--- src/rtl/alu_cmd_sequencer.sv ---
// Command stage for the 8-bit ALU: buffers {a, b, op} commands, issues them one at a time, returns results.
// Optional build macro OPCODE_CHECK_EN: drop ops above 4'b0011 at pop and pulse err_illegal_op.
module alu_cmd_sequencer #(
  parameter int FIFO_DEPTH = 4,
  parameter int DATA_W     = 8,
  parameter int OP_W       = 4
) (
  input  logic              clock,
  input  logic              reset,
  input  logic              cmd_valid,
  output logic              cmd_ready,
  input  logic [DATA_W-1:0] cmd_a,
  input  logic [DATA_W-1:0] cmd_b,
  input  logic [OP_W-1:0]   cmd_op,
  output logic              alu_data_in,
  output logic [DATA_W-1:0] alu_input_a,
  output logic [DATA_W-1:0] alu_input_b,
  output logic [OP_W-1:0]   alu_operator,
  input  logic [DATA_W-1:0] alu_result,
  output logic              rsp_valid,
  input  logic              rsp_ready,
  output logic [DATA_W-1:0] rsp_result,
  output logic [OP_W-1:0]   rsp_op,
  output logic              busy,
  output logic              err_illegal_op
);

  localparam int PTR_W = $clog2(FIFO_DEPTH);

  typedef enum logic [1:0] {IDLE, ISSUE, WAIT, RESP} state_t;

  typedef struct packed {
    logic [DATA_W-1:0] a;
    logic [DATA_W-1:0] b;
    logic [OP_W-1:0]   op;
  } cmd_t;

  state_t         state, state_next;
  cmd_t           fifo_mem [FIFO_DEPTH];
  cmd_t           head;
  logic [PTR_W:0] wr_ptr, rd_ptr;
  logic           full, empty, push, pop;
  logic           issue_load, rsp_capture, err_set, head_illegal;

  // Extra pointer MSB tells a full FIFO from an empty one when the index bits match.
  assign full  = (wr_ptr[PTR_W] != rd_ptr[PTR_W]) &&
                 (wr_ptr[PTR_W-1:0] == rd_ptr[PTR_W-1:0]);
  assign empty = (wr_ptr == rd_ptr);
  assign head  = fifo_mem[rd_ptr[PTR_W-1:0]];

  // Ready comes only from registered pointers, so a same-cycle pop never frees a slot early.
  assign cmd_ready = !full;
  assign push      = cmd_valid && cmd_ready;

`ifdef OPCODE_CHECK_EN
  assign head_illegal = (head.op > OP_W'(3));
`else
  assign head_illegal = 1'b0;
`endif

  // NOTE: the storage array has no reset; the pointers alone define which entries are valid.
  always_ff @(posedge clock) begin
    if (push) fifo_mem[wr_ptr[PTR_W-1:0]] <= '{a: cmd_a, b: cmd_b, op: cmd_op};
  end

  // NOTE: sequential state uses non-blocking assignments so every register samples pre-edge values.
  always_ff @(posedge clock) begin
    if (reset) begin
      state          <= IDLE;
      wr_ptr         <= '0;
      rd_ptr         <= '0;
      alu_input_a    <= '0;
      alu_input_b    <= '0;
      alu_operator   <= '0;
      rsp_result     <= '0;
      rsp_op         <= '0;
      err_illegal_op <= 1'b0;
    end else begin
      state          <= state_next;
      err_illegal_op <= err_set;
      if (push) wr_ptr <= wr_ptr + (PTR_W+1)'(1);
      if (pop)  rd_ptr <= rd_ptr + (PTR_W+1)'(1);
      if (issue_load) begin
        alu_input_a  <= head.a;
        alu_input_b  <= head.b;
        alu_operator <= head.op;
      end
      if (rsp_capture) begin
        rsp_result <= alu_result;
        rsp_op     <= alu_operator;
      end
    end
  end

  // NOTE: every signal gets a default before the case so no path leaves one unassigned (no latches).
  always_comb begin
    state_next  = state;
    pop         = 1'b0;
    issue_load  = 1'b0;
    rsp_capture = 1'b0;
    err_set     = 1'b0;
    unique case (state)
      IDLE: begin
        if (!empty) begin
          pop = 1'b1;
          if (head_illegal) begin
            err_set = 1'b1;
          end else begin
            issue_load = 1'b1;
            state_next = ISSUE;
          end
        end
      end
      ISSUE: state_next = WAIT;
      // The ALU registered its result at the end of ISSUE, so it is valid here.
      WAIT: begin
        rsp_capture = 1'b1;
        state_next  = RESP;
      end
      RESP: if (rsp_ready) state_next = IDLE;
      default: state_next = IDLE;
    endcase
  end

  assign alu_data_in = (state == ISSUE);
  assign rsp_valid   = (state == RESP);
  assign busy        = !empty || (state != IDLE);

endmodule
--- config.mk ---
export PLATFORM = sky130hd
export DESIGN_NAME = alu_cmd_sequencer
export DESIGN_NICKNAME = d
export VERILOG_FILES = /design/src/rtl/alu_cmd_sequencer.sv
export SDC_FILE = /design/constraint.sdc
export NUM_CORES = 1
export LEC_CHECK = 0
export CAP_MARGIN = 10
export CORE_AREA = 3 3 105 107
export DETAILED_ROUTE_END_ITERATION = 16
export DIE_AREA = 0 0 108 110
export PLACE_DENSITY = 0.74
export SETUP_SLACK_MARGIN = 0.3
export SYNTH_ARGS = -nofsm -noshare
export SYNTH_HDL_FRONTEND = slang
export SYNTH_SLANG_ARGS = --single-unit
--- constraint.sdc ---
create_clock -name clock -period 1.8 [get_ports clock]
set_clock_uncertainty 0.1 [all_clocks]
set_input_delay 0.36 -clock clock [delete_from_list [all_inputs] [get_ports clock]]
set_output_delay 0.36 -clock clock [all_outputs]
set_load 0.02 [all_outputs]
==> out/qor.txt <==
Ys flop type: edfxtp_1
Final-report setup violation count: 82
WHS Endpoint: rd_ptr[0]
Initial Utilization: 48.06%
First-pass GRT wire length: 16390 µm
Crit Path Class: flip-flop to flip-flop
Synthesis warning total: 0
CTS tree: built
CP Capture Type: flip-flop
Hold-fix buffers, CTS: 0
Final period util: 102.9%
Drt first pass iters: 4
DR iter-0 viols: 180
Crit Path Max Fanout: 6
Overall power: 11.10 mW
Die W: 108 µm
Post-synthesis register bit count: 120
RSZ-0062 raised after global routing: true
Vias in the first global route: 2989
WL/cell: 19.17 µm
Worst Hold Path Cells: 3
Worst VDD drop: 0.9328 mV
Core ar.: 10230 µm²
Fin util: 69.59%
Commonest cells after routing, fill and taps aside: edfxtp_1, nand2b_1, buf_4, mux2i_1, clkdlybuf4s50_1
PortBufs: 67
Setup TNS: -1400 ps
IO Count: 69
Status: complete, but fails checks
Area after DPL: 5957 µm²
# diodes: 0
Longest Clk Path Bufs: 2
Hold path startpoint: reset
CTS sink count: 120
Post-Synthesis Net Count: 345
Crit path DAT: 2030 ps
Fraction of layout cells with a size suffix above 1: 41.38%
CTS root buf: clkbuf_8
Finished Cell Area: 7119 µm²
Most common cell after layout, fill and taps aside: edfxtp_1
Row cnt: 37
Final hold vios: 0
Global Route Usage Sum: 18.87%
Final Instance Count excl. Fillers: 571
Failing checks: setup timing
DRC viols: 0
Pleak: 2.659 nW
P&R area growth vs syn: 44.78%
Total wire length: 10940 µm
Final Wtd Congestion: 0.7692
Post-synth ARST share: 0%
CP Launch Type: flip-flop
Number of max-cap violations: 0
Reg2reg start: rd_ptr[2]
Die Height: 110 µm
Crit path time final: 1853 ps
Detailed-route via count: 2968
Cell Area, Synth: 4917 µm²
Largest net degree at the start of global routing: 36
Highest clock rate: 539.8 MHz
DIE AREA: 11880 µm²
Htree depth: 4
Detail Route Antenna Nets: 0
Setup slack at placement: -101.3 ps
Clock transition at path regs: 60 ps
Reg2reg path depth: 6
Reg-to-reg slack, setup: -50 ps
Worst r2r dst: fifo_mem[3][11]
Pwr per Cell Area: 1559 nW/µm²
Via/cell ratio: 5.198
Final WS setup: -52.61 ps
Netlist cell types: 34
Avg Inst Size Synth: 16.23 µm²
EDFF count, synth: 80
Nets@finish: 464
Max-slew violations: 0
Hold/Removal Path Class: input port to flip-flop
Detailed placement HPWL: 5794 µm
Worst hold margin: 318.7 ps
Cells after DPL: 514
Antenna violations before repair: 0
Required time of the critical path: 1980 ps
Sequential area share after synthesis: 65.14%
TritonCTS Buffers: 17
GRT Residual Overflow: 0
Worst-Skew Late Latency: 510 ps
Syn Inst Count: 303
## cells in the mapped netlist (2+ instances only)
master / count / area (µm²)
nor2b_1: 2 / 12.51
nand3_1: 2 / 10.01
buf_2: 3 / 15.01
mux2i_1: 36 / 360.4
mux4_2: 20 / 450.4
buf_6: 2 / 22.52
xnor2_1: 2 / 17.52
ha_1: 10 / 125.1
o311ai_1: 2 / 17.52
clkbuf_1: 8 / 30.03
inv_1: 6 / 22.52
edfxtp_1: 80 / 2402
o31a_2: 2 / 20.02
xor2_2: 2 / 32.53
o31ai_1: 2 / 15.01
and2_1: 4 / 25.02
buf_4: 3 / 22.52
nor2_1: 15 / 56.30
nand2b_1: 47 / 294.0
a211o_1: 2 / 17.52
dfxtp_1: 40 / 800.8
## metal layers
layer	global-route usage [%]	share of wire [%]
met3	5.999	6.8
met4	6.492	1.6
met1	23.86	40
met5	0	0
met2	30.99	52
## critical path, stage by stage (launching register included)
cell and delay, ps:
dfxtp_4 380, xnor2_4 150, buf_6 120, buf_6 100, o31a_4 390, and2_4 200, clkbuf_16 170
## kinds of logic after synthesis
| logic type | Yosys count | synth area share [%] |
|---|---|---|
| flip-flops | 120 | 65.14 |
| AND/OR/NAND/NOR | 73 | 8.677 |
| multiplexers | 58 | 17.02 |
| buffers and inverters | 24 | 3.002 |
| AO/OA/AOI/OAI | 11 | 2.010 |
| adder cells (fa/ha/maj) | 10 | 2.545 |
| XOR/XNOR | 6 | 1.527 |
| other | 1 | 0.07626 |
## layout make-up
class                      count  area [µm²]
multi-input combinational    162        1824
inverter                       6       22.52
fill                         631        3112
timing repair buffer         115        1279
clock inverter                 8       122.6
sequential                   120        3241
clock buffer                  24       460.4
tap                          136       170.2
## power by group
part           internal [mW]  switching [mW]
clock network           2.18            1.14
registers               3.38           0.266
logic                   2.31            1.83
total                   7.86            3.24
## repair_timing
item,CTS,global route
setup endpoints to repair,142,139
pin swaps,7,8
cloned,6,3
setup buffers,8,8
resized for setup,211,56
## worst max path at each step
stage,startpoint,to,slack [ps],depth (start not counted)
finish,rd_ptr[2],fifo_mem[3][11],-50,6
global route,wr_ptr[1],alu_input_a[7],-130,8
CTS,wr_ptr[1],busy,-50,3
global placement,cmd_valid,fifo_mem[2][12],-60,3
floorplan,rd_ptr[0],fifo_mem[3][0],210,4
detailed placement,cmd_valid,fifo_mem[2][11],-100,3
## registers in the layout (all words and copies together) (netlist names)
register and flops:
alu_input_b 8, rsp_op 4, alu_input_a 8, rd_ptr 3, rsp_result 8, alu_operator 4
fifo_mem 80, wr_ptr 3, state 2
Note: power is estimated with default switching activity, not from simulation.
